<file path="src/rtl/alu_unit_pkg.sv">
// Opcode and flag definitions shared by the ALU, its iterative datapath and its interface.
package alu_unit_pkg;

  typedef enum logic [3:0] {
    FnADD = 4'd0,
    FnADC,
    FnSUB,
    FnSBC,
    FnAND,
    FnOR,
    FnXOR,
    FnNOT,
    FnLSL,
    FnLSR,
    FnASR,
    FnMUL
  } alu_fn_t;

  localparam int FLAG_Z = 3;
  localparam int FLAG_N = 2;
  localparam int FLAG_C = 1;
  localparam int FLAG_V = 0;

  function automatic logic isShift(alu_fn_t fn);
    return fn inside {FnLSL, FnLSR, FnASR};
  endfunction

endpackage

</file>
<file path="src/rtl/alu_unit_if.sv">
// Operation/result handshake bundle between decode, the ALU and writeback.
interface alu_unit_if #(
  parameter int WIDTH = 16
);
  logic                   InValid;
  logic                   InReady;
  alu_unit_pkg::alu_fn_t  Fn;
  logic [WIDTH-1:0]       OpA;
  logic [WIDTH-1:0]       OpB;
  logic                   SetFlags;
  logic                   OutValid;
  logic                   OutReady;
  logic [WIDTH-1:0]       Result;
  logic [3:0]             Flags;
  logic                   Illegal;

  modport master (
    output InValid, Fn, OpA, OpB, SetFlags, OutReady,
    input  InReady, OutValid, Result, Flags, Illegal
  );

  modport slave (
    input  InValid, Fn, OpA, OpB, SetFlags, OutReady,
    output InReady, OutValid, Result, Flags, Illegal
  );
endinterface

</file>
<file path="src/rtl/alu_unit_iter.sv">
// Iterative shift (1 bit/cycle) and shift-add multiply datapath; first step runs on start.
// The multiply path exists only when ALU_MUL_EN is defined.
module alu_iter
  import alu_unit_pkg::*;
#(
  parameter int WIDTH = 16,
  parameter int SHW   = $clog2(WIDTH)
) (
  input  logic             Clock,
  input  logic             start,
  input  alu_fn_t          fn,
  input  logic [WIDTH-1:0] opA,
`ifdef ALU_MUL_EN
  input  logic [WIDTH-1:0] opB,
`endif
  input  logic [SHW-1:0]   amt,
  output logic             done,
  output logic [WIDTH-1:0] accumulator,
  output logic             carryOut
);

  alu_fn_t          fnQ, curFn;
  logic [SHW-1:0]   cnt, cntLoad;
  logic [WIDTH-1:0] src, stepAcc;
  logic             stepC;
`ifdef ALU_MUL_EN
  logic [WIDTH-1:0] mcand, mplier, mcandSrc, mplierSrc;
`endif

  // NOTE: every signal gets a default before the case so no path leaves it unassigned (no latch).
  always_comb begin
    curFn   = start ? fn : fnQ;
    src     = start ? opA : accumulator;
    stepAcc = src;
    stepC   = carryOut;
    cntLoad = amt - SHW'(1);
`ifdef ALU_MUL_EN
    mcandSrc  = start ? opA : mcand;
    mplierSrc = start ? opB : mplier;
    if (fn == FnMUL) cntLoad = SHW'(WIDTH - 1);
`endif
    case (curFn)
      FnLSL:   {stepC, stepAcc} = {src, 1'b0};
      FnLSR:   {stepAcc, stepC} = {1'b0, src};
      FnASR:   {stepAcc, stepC} = {src[WIDTH-1], src};
`ifdef ALU_MUL_EN
      FnMUL:   stepAcc = (start ? '0 : accumulator) + (mplierSrc[0] ? mcandSrc : '0);
`endif
      default: ;
    endcase
  end

  // NOTE: pure datapath, deliberately unreset; the controller ignores done outside SHIFT/MUL.
  always_ff @(posedge Clock) begin
    if (start || cnt != '0) begin
      fnQ         <= curFn;
      accumulator <= stepAcc;
      carryOut    <= stepC;
      cnt         <= start ? cntLoad : cnt - SHW'(1);
`ifdef ALU_MUL_EN
      mcand       <= mcandSrc << 1;
      mplier      <= mplierSrc >> 1;
`endif
    end
  end

  assign done = (cnt == '0);

endmodule

</file>
<file path="src/rtl/alu_unit.sv">
// Handshaked ALU with persistent Z/N/C/V flags, iterative shifts and optional multiply.
// Define ALU_MUL_EN to build the iterative multiplier; otherwise FnMUL reports Illegal.
module alu_unit
  import alu_unit_pkg::*;
#(
  parameter int WIDTH = 16
) (
  input logic       Clock,
  input logic       nReset,
  alu_unit_if.slave bus
);

  localparam int SHW = $clog2(WIDTH);

  typedef enum logic [1:0] {IDLE, SHIFT, MUL} alu_state_t;

  alu_state_t       state;
  logic             setFlagsQ;
  logic             accept, iterStart, isMulFn;
  logic             iterDone, iterC;
  logic [WIDTH-1:0] iterAcc;
  logic [SHW-1:0]   shiftAmt;

  logic [WIDTH-1:0] res, opBX;
  logic [WIDTH:0]   sum;
  logic [3:0]       nextFlags;
  logic             cin, illegal;

  assign bus.InReady = (state == IDLE) && (!bus.OutValid || bus.OutReady);
  assign accept      = bus.InValid && bus.InReady;
  assign shiftAmt    = bus.OpB[SHW-1:0];
`ifdef ALU_MUL_EN
  assign isMulFn     = (bus.Fn == FnMUL);
`else
  assign isMulFn     = 1'b0;
`endif
  assign iterStart   = accept && ((isShift(bus.Fn) && shiftAmt != '0) || isMulFn);

  alu_iter #(.WIDTH(WIDTH), .SHW(SHW)) u_iter (
    .Clock       (Clock),
    .start       (iterStart),
    .fn          (bus.Fn),
    .opA         (bus.OpA),
`ifdef ALU_MUL_EN
    .opB         (bus.OpB),
`endif
    .amt         (shiftAmt),
    .done        (iterDone),
    .accumulator (iterAcc),
    .carryOut    (iterC)
  );

  // Single-cycle result; shifts by zero land here and pass OpA through with C untouched.
  always_comb begin
    res       = '0;
    nextFlags = bus.Flags;
    illegal   = 1'b0;
    opBX      = bus.OpB;
    cin       = 1'b0;
    sum       = '0;
    case (bus.Fn)
      FnADD, FnADC, FnSUB, FnSBC: begin
        opBX = (bus.Fn == FnSUB || bus.Fn == FnSBC) ? ~bus.OpB : bus.OpB;
        cin  = (bus.Fn == FnADD) ? 1'b0 :
               (bus.Fn == FnSUB) ? 1'b1 : bus.Flags[FLAG_C];
        sum  = {1'b0, bus.OpA} + {1'b0, opBX} + (WIDTH+1)'(cin);
        res  = sum[WIDTH-1:0];
        nextFlags[FLAG_C] = sum[WIDTH];
        nextFlags[FLAG_V] = (bus.OpA[WIDTH-1] == opBX[WIDTH-1]) &&
                            (sum[WIDTH-1] != bus.OpA[WIDTH-1]);
      end
      FnAND:               res = bus.OpA & bus.OpB;
      FnOR:                res = bus.OpA | bus.OpB;
      FnXOR:               res = bus.OpA ^ bus.OpB;
      FnNOT:               res = ~bus.OpA;
      FnLSL, FnLSR, FnASR: res = bus.OpA;
      default:             illegal = 1'b1;
    endcase
    if (!illegal) begin
      nextFlags[FLAG_Z] = (res == '0);
      nextFlags[FLAG_N] = res[WIDTH-1];
    end
  end

  // NOTE: sequential state uses non-blocking assignments so every register samples pre-edge values.
  always_ff @(posedge Clock) begin
    if (!nReset) begin
      state        <= IDLE;
      bus.OutValid <= 1'b0;
      bus.Result   <= '0;
      bus.Flags    <= '0;
      bus.Illegal  <= 1'b0;
      setFlagsQ    <= 1'b0;
    end else begin
      if (bus.OutValid && bus.OutReady) bus.OutValid <= 1'b0;
      case (state)
        IDLE: begin
          if (accept) begin
            setFlagsQ <= bus.SetFlags;
            if (iterStart) begin
              bus.Illegal <= 1'b0;
              state       <= isMulFn ? MUL : SHIFT;
            end else begin
              bus.Result   <= res;
              bus.OutValid <= 1'b1;
              bus.Illegal  <= illegal;
              if (bus.SetFlags) bus.Flags <= nextFlags;
            end
          end
        end
        SHIFT, MUL: begin
          if (iterDone) begin
            bus.Result   <= iterAcc;
            bus.OutValid <= 1'b1;
            state        <= IDLE;
            if (setFlagsQ) begin
              bus.Flags[FLAG_Z] <= (iterAcc == '0);
              bus.Flags[FLAG_N] <= iterAcc[WIDTH-1];
              if (state == SHIFT) bus.Flags[FLAG_C] <= iterC;
            end
          end
        end
        default: state <= IDLE;
      endcase
    end
  end

endmodule

</file>
<file path="src/flat_wrapper.sv">
// flat-port wrapper written by rule: the top's interface ports become plain ports
module alu_unit_flat import alu_unit_pkg::*;
#(
  parameter int WIDTH = 16
)
  (Clock, nReset, bus_InValid, bus_Fn, bus_OpA, bus_OpB, bus_SetFlags, bus_OutReady, bus_InReady, bus_OutValid, bus_Result, bus_Flags, bus_Illegal);
  alu_unit_if #(.WIDTH(WIDTH)) bus_i ();
  input logic Clock;
  input logic nReset;
  input wire logic [$bits(bus_i.InValid)-1:0] bus_InValid;
  input wire logic [$bits(bus_i.Fn)-1:0] bus_Fn;
  input wire logic [$bits(bus_i.OpA)-1:0] bus_OpA;
  input wire logic [$bits(bus_i.OpB)-1:0] bus_OpB;
  input wire logic [$bits(bus_i.SetFlags)-1:0] bus_SetFlags;
  input wire logic [$bits(bus_i.OutReady)-1:0] bus_OutReady;
  output wire logic [$bits(bus_i.InReady)-1:0] bus_InReady;
  output wire logic [$bits(bus_i.OutValid)-1:0] bus_OutValid;
  output wire logic [$bits(bus_i.Result)-1:0] bus_Result;
  output wire logic [$bits(bus_i.Flags)-1:0] bus_Flags;
  output wire logic [$bits(bus_i.Illegal)-1:0] bus_Illegal;
  assign bus_i.InValid = bus_InValid;
  assign bus_i.Fn = bus_Fn;
  assign bus_i.OpA = bus_OpA;
  assign bus_i.OpB = bus_OpB;
  assign bus_i.SetFlags = bus_SetFlags;
  assign bus_i.OutReady = bus_OutReady;
  assign bus_InReady = bus_i.InReady;
  assign bus_OutValid = bus_i.OutValid;
  assign bus_Result = bus_i.Result;
  assign bus_Flags = bus_i.Flags;
  assign bus_Illegal = bus_i.Illegal;
  alu_unit #(.WIDTH(WIDTH)) u_core (.Clock(Clock), .nReset(nReset), .bus(bus_i));
endmodule
</file>
<file path="config.mk">
export PLATFORM = sky130hd
export DESIGN_NAME = alu_unit_flat
export DESIGN_NICKNAME = d
export VERILOG_FILES = /design/src/rtl/alu_unit_pkg.sv /design/src/rtl/alu_unit_if.sv /design/src/rtl/alu_unit_iter.sv /design/src/rtl/alu_unit.sv /design/src/flat_wrapper.sv
export SDC_FILE = /design/constraint.sdc
export NUM_CORES = 1
export LEC_CHECK = 0
export ABC_AREA = 1
export CAP_MARGIN = 30
export CORE_MARGIN = 2
export CORE_UTILIZATION = 55
export CTS_CLUSTER_DIAMETER = 100
export DETAILED_ROUTE_END_ITERATION = 8
export GPL_TIMING_DRIVEN = 0
export PLACE_DENSITY = 0.88
export SETUP_SLACK_MARGIN = 0.02
export SLEW_MARGIN = 20
export SYNTH_ARGS = -nofsm -noshare
export SYNTH_HDL_FRONTEND = slang
export SYNTH_SLANG_ARGS = --single-unit
</file>
<file path="constraint.sdc">
create_clock -name Clock -period 4.3 [get_ports Clock]
set_clock_uncertainty 0.1 [all_clocks]
set_input_delay 0.43 -clock Clock [delete_from_list [all_inputs] [get_ports Clock]]
set_output_delay 0.43 -clock Clock [all_outputs]
set_load 0.01 [all_outputs]
</file>
# --- Word-level counts from Yosys, hierarchy flattened ---
# Cells that the tools add are included.
# Widths: inputs -> output; s select.
op_classes:
  n_addsub: 4
  mux: 33
  n_reduce_logical: 32
  n_bitwise: 6
  n_eq_ne: 26
op_table:
  columns: ["operator", "count"]
  rows:
  - ["$pmux 16 s6", 1]
  - ["$mux 16", 5]
  - ["$pmux 16 s3", 1]
  - ["$logic_not 16->1", 2]
  - ["$not 16->16", 2]
  - ["$pmux 16 s2", 1]
  - ["$eq 4x4->1 const B", 6]
  - ["$mux 4", 5]
  - ["$add 16x16->17", 1]
  - ["$add 17x1->17", 1]
  - ["$and 16x16->16", 1]
  - ["$eq 4x3->1 const B", 4]
  - ["$or 16x16->16", 1]
  - ["$xor 16x16->16", 1]
  - ["$reduce_or 11->1", 1]
  - ["$mux 2", 5]
  - ["$ne 2x2->1 const B", 5]
  - ["$mux 1", 9]
  - ["$eq 4x2->1 const B", 2]
  - ["$logic_not 4->1", 2]
  - ["$ne 2x1->1 const B", 4]
  - ["$reduce_and 8->1", 1]
  - ["$reduce_bool 4->1", 2]
  - ["$sub 4x1->4 const B", 2]
  - ["24 further kinds", 36]
word_totals:
  out_inout_bits: 23
  in_bits: 41
  register_bits: 50
  wordCells: 113

# --- Logic depth before layout (Yosys ltp) ---
logic_depth:
  depth_word: 12
  mapped_depth: 20
  ltp_nobuf: 20

# --- By module ---
# Synthesis repeated with hierarchy kept, for this count alone.
unflattened:
  cells_unflattened: 857
  hier_area_um2: 5381.4
by_module_without_submodules:
  columns: ["mod", "n_inst", "cells_per_inst", "area_per_inst_um2", "seq_area_each_um2"]
  rows:
  - ["alu_unit", 1, 650, 3726.1, 480.5]
  - ["alu_iter", 1, 207, 1655.3, 750.7]

# --- Worst setup path before layout ---
# OpenSTA, ideal clock, no wires.
synth_path:
  path_kind: "in2reg"
  startpoint: "in bus_Fn[3]"
  endpoint: "reg u_core.bus.Flags[3]"
  setup_slack_ns: 0.897
  setup_time_ns: 0.064
  arrival_ns: 3.239
  required_time_ns: 4.136
  n_path_buf: 1
  cell_stages: 18
  cell_sequence: "nor2_1 -> buf_2 -> nand2_1 -> xor2_1 -> fa_1 -> fa_1 -> nand3_1 -> nand3_1 -> nand2_1 -> nand2_1 -> or2_2 -> nand2_1 -> nand3_1 -> nor2_1 -> nand3_1 -> nor2_1 -> nor2_1 -> nor2_1"
synth_via:
  elab_chain_cells: 12
  elab_cells_between_ends: 33
  classes_between: "2 x add/sub; 12 x eq/ne; 9 x mux; 10 x reduce/logical"
synth_lines:
  columns: ["item", "line", "rtl"]
  rows:
  - ["start, declared", "flat_wrapper.sv:11", "input wire logic [$bits(bus_i.Fn)-1:0] bus_Fn;"]
  - ["$eq 4x2->1, on equally long branches", "alu_unit.sv:61, alu_unit.sv:63, alu_unit.sv:65", null]
  - ["$logic_or 1x1->1", "alu_unit.sv:63", "opBX = (bus.Fn == FnSUB || bus.Fn == FnSBC) ? ~bus.OpB : bus.OpB;"]
  - ["$mux 16", "alu_unit.sv:63", null]
  - ["$add 16x16->17", "alu_unit.sv:66", "sum = {1'b0, bus.OpA} + {1'b0, opBX} + (WIDTH+1)'(cin);"]
  - ["$add 17x1->17", "alu_unit.sv:66", null]
  - ["$pmux 16 s6", "alu_unit.sv:61", "case (bus.Fn)"]
  - ["$logic_not 16->1", "alu_unit.sv:80", "nextFlags[FLAG_Z] = (res == '0);"]
  - ["$mux 2", "alu_unit.sv:79", "if (!illegal) begin"]
  - ["$mux 4", "alu_unit.sv:107", "if (bus.SetFlags) bus.Flags <= nextFlags;"]
  - ["$mux 4", "alu_unit.sv:100", "if (iterStart) begin"]
  - ["$mux 4", "alu_unit.sv:98", "if (accept) begin"]
  - ["$pmux 3 s2", "alu_unit.sv:96", "case (state)"]
  - ["end signal, assigned", "alu_unit.sv:107", null]
  - ["end signal, assigned by index", "alu_unit.sv:117", "bus.Flags[FLAG_Z] <= (iterAcc == '0);"]
  - ["end signal, assigned by index", "alu_unit.sv:118", "bus.Flags[FLAG_N] <= iterAcc[WIDTH-1];"]
  - ["end, declared", "alu_unit_if.sv:24", "output InReady, OutValid, Result, Flags, Illegal"]
# Parallel ways exist; a longest one is shown, timed or not. The select of a mux whose other input is x is not followed.
# A chain may end at the register's enable or synchronous reset.

# --- Worst setup path in the final report ---
# Same ends and word-level chain as after synthesis.

==> flow_summary.json <==
{
  "path_max_fanout": 10,
  "maxCapViolations": 0,
  "start_util_pct": 56.6,
  "wl_per_cell_um": 16.4,
  "fin_tns_setup_ps": 0,
  "place_ws_ps": -298,
  "maxSlewViolCount": 0,
  "hp-class": "reg2reg",
  "via_per_inst": 5.81,
  "endpoint": "u_core.bus.Flags[3]",
  "port-buffer-count": 63,
  "cts.repair.resized": 0,
  "synth_cell_type_count": 37,
  "grt_use_met2_pct": 51.3,
  "grt-busiest-layer": "met2",
  "endpoint_kind": "flop",
  "syn2layout_area_growth_pct": 18.5,
  "irDropWorstVdd_mv": 0.332,
  "cts_buffer_depth": 2,
  "regToRegEndpoint": "u_core.bus.Flags[3]",
  "synth-edff-count": 25,
  "tritoncts": "yes",
  "drt_iter0_markers": 563,
  "p_total_w": 0.00213,
  "num_vias": 5469,
  "io_pins": 64,
  "slew_headroom_pct": 38.2,
  "met1_usage_pct": 41.7,
  "hold_violations": 0,
  "cts_hold_buffers": 0,
  "synth_fp_nets": 852,
  "worstRegToRegCells": 16,
  "worstSetupPathType": "in2reg",
  "setup_violations": 0,
  "critPathLaunchType": "input port",
  "p_per_area_nw_per_um2": 366,
  "tightest_slew_ps": 923,
  "worst-path-stages": 19,
  "overflow": 0,
  "grt_max_degree": 26,
  "leakage_nw": 2.77,
  "max_stage_delay_ps": 520,
  "placedInstanceArea_um2": 5680,
  "fill_cells": 774,
  "cp.arrival_ps": 4170,
  "num_rows": 34,
  "cts_buffers": 5,
  "setup_slack_ps": 286,
  "final_area_um2": 5830,
  "htreeDepth": 2,
  "clk_latency_ps": 310,
  "syn_avg_cell_area_um2": 6.46,
  "r2r-start": "u_core.bus.Flags[1]",
  "rrSetupSlack_ps": 1340,
  "ys_ff_latch": 49,
  "routed_wl_um": 15400,
  "fin_hold_ws_ps": 367,
  "grt_pass1_wl_um": 24700,
  "cp_slowest_cell": "clkdlybuf4s50_1",
  "cts_sinks": 49,
  "cts.clk_slew.worst_paths_ps": 90,
  "clock.fmax_mhz": 249,
  "synth.cell_area_um2": 4910,
  "dr.pass1.iters": 6,
  "rsz0062_at_grt": "no",
  "place_hpwl_um": 11900,
  "post-route-period-util_pct": 93.4,
  "async_flop_share_pct": 0,
  "drtAntennaViolNets": 0,
  "antennaDiodeCount": 0,
  "core-area_um2": 8680,
  "fp.dieArea_um2": 9710,
  "fin_nets": 923,
  "hold_start": "u_core.setFlagsQ",
  "die_w_um": 98.5,
  "synthCells": 761,
  "drive_gt1_share_pct": 5.64,
  "cp_top_family": "simple AND/OR/NAND/NOR gates",
  "grt_util_all_layers_pct": 31.3,
  "cp_num_buf_inv": 2,
  "cts_root_buf": "clkbuf_8",
  "use_met3_pct": 4.11,
  "cts_setup_buffers": 0,
  "crit_chain": "clkdlybuf4s50_1 > nor2_2 > clkbuf_4 > nand2_2 > xor2_1 > fa_1 > fa_1 > nand3_1 > nand3_1 > nand2_1 > nand2_1 > or2_2 > nand2_1 > nand3_1 > nor2_1 > nand3_1 > nor2_1 > nor2_1 > nor2_1",
  "grt_antenna_before_repair": 0,
  "period_needed_ps": 4010,
  "grt_pass1_vias": 5208,
  "fp.dieH_um": 98.5,
  "synth_warnings": 0,
  "critPathLaunch": "bus_Fn[3]",
  "globalplace.congestion": 1.03,
  "cp.required_ps": 4460,
  "synth-seq-area-share_pct": 25.1,
  "drc_errors": 0,
  "yosys_most_used_dff": "edfxtp_1",
  "status": "completed"
}
-- kinds of logic (layout without fill, tap and decap cells) --
kind of cell / count (synthesis) / after routing / synth area share (%)
xor gates and xnor gates: 18 / 18 / 3.21
muxes: 1 / 1 / 0.204
buffers and inverters: 134 / 206 / 10.9
adders and majority gates: 50 / 50 / 13.0
and+or+nand+nor: 373 / 373 / 31.9
DFF: 49 / 49 / 25.1
AOI/OAI and AO/OA: 136 / 136 / 15.7
-- stage by stage --
stage	instances	util [%]
floorplan	761	-
CTS	940	66.7
global route	941	67.1
finish	941	67.1
global placement	932	65.5
detailed placement	932	65.5
-- state kept, by name (all words and copies together), names as in the netlist --
| name | flops |
|---|---|
| u_core.bus.Result | 16 |
| u_core.state | 1 |
| u_core.u_iter.carryOut | 1 |
| u_core.bus.Flags | 4 |
| u_core.setFlagsQ | 1 |
| u_core.u_iter.cnt | 4 |
| u_core.u_iter.accumulator | 16 |
| u_core.bus.OutValid | 1 |
| u_core.bus.Illegal | 1 |
| u_core.u_iter.fnQ | 4 |
-- metal layers --
layer	share of wire [%]	vias to the layer above	wire length, um
li1	-	2607	-
met1	41	2483	6280
met2	45	327	6960
met3	10	52	1570
met4	3.8	0	589
met5	0	-	0
-- cell type report --
type | instances | area [um2] | area share (%)
multi-input cells | 578 | 3150 | 54.1
well taps | 108 | 135 | 2.32
inverters | 114 | 430 | 7.39
clock buffers | 5 | 68.8 | 1.18
repair buffers | 64 | 658 | 11.3
clock inverters | 3 | 41.3 | 0.709
plain buffers | 20 | 106 | 1.83
flip-flops and latches | 49 | 1230 | 21.1
-- worst min-delay path by stage --
stage	end	slack, ps	cells after the start
2_1_floorplan	u_core.setFlagsQ	330	2
3_3_place_gp	u_core.setFlagsQ	340	2
3_5_place_dp	u_core.setFlagsQ	350	2
4_1_cts	u_core.setFlagsQ	360	2
5_1_grt	u_core.bus.Result[3]	390	2
6_report	u_core.setFlagsQ	370	2
-- synth_stat cells, types with 2 or more instances --
library cell  number  area (um2)
a211oi_1           4        30.0
a21oi_1           44         220
a21oi_2            2        17.5
a31oi_1            3        18.8
buf_2             11        55.1
buf_6              2        22.5
clkbuf_1           7        26.3
dfxtp_1           24         480
edfxtp_1          25         751
fa_1               2        40.0
ha_1              48         601
inv_1            110         413
inv_2              3        11.3
nand2_1          241         905
nand2_2            6        37.5
nand3_1           49         245
nand4_1            7        43.8
nor2_1            53         199
nor2_4             4        45.0
nor3_1             6        30.0
o211ai_1          14         105
o21ai_0           61         305
o21ai_2            2        17.5
o221ai_1           2        17.5
or2_2              3        18.8
xnor2_1            2        17.5
xor2_1            16         140
-- cells in the final DEF, fill, tap and decap left out, types with 14 or more instances in the layout --
master | synthesis | layout
o211ai_1 | 14 | 14
nand3_1 | 49 | 49
ha_1 | 48 | 48
a21oi_1 | 44 | 44
nor2_1 | 53 | 52
xor2_1 | 16 | 16
dfxtp_1 | 24 | 24
nand2_1 | 241 | 240
inv_1 | 110 | 110
o21ai_0 | 61 | 61
edfxtp_1 | 25 | 25
clkdlybuf4s50_1 | 0 | 63
-- worst min-delay path, delay by kind of cell, from the launching register on --
family,cells,cell delay (ps)
compound gates,1,60
flops,1,310
buf+inv,1,60
-- power breakdown --
part	internal, W	total [W]	switching [W]
Sequential	0.000679	0.000749	0.0000697
Combinational	0.000381	0.00105	0.000666
Clock	0.000171	0.000334	0.000162
No activity file was read; power rests on OpenSTA's default activity.
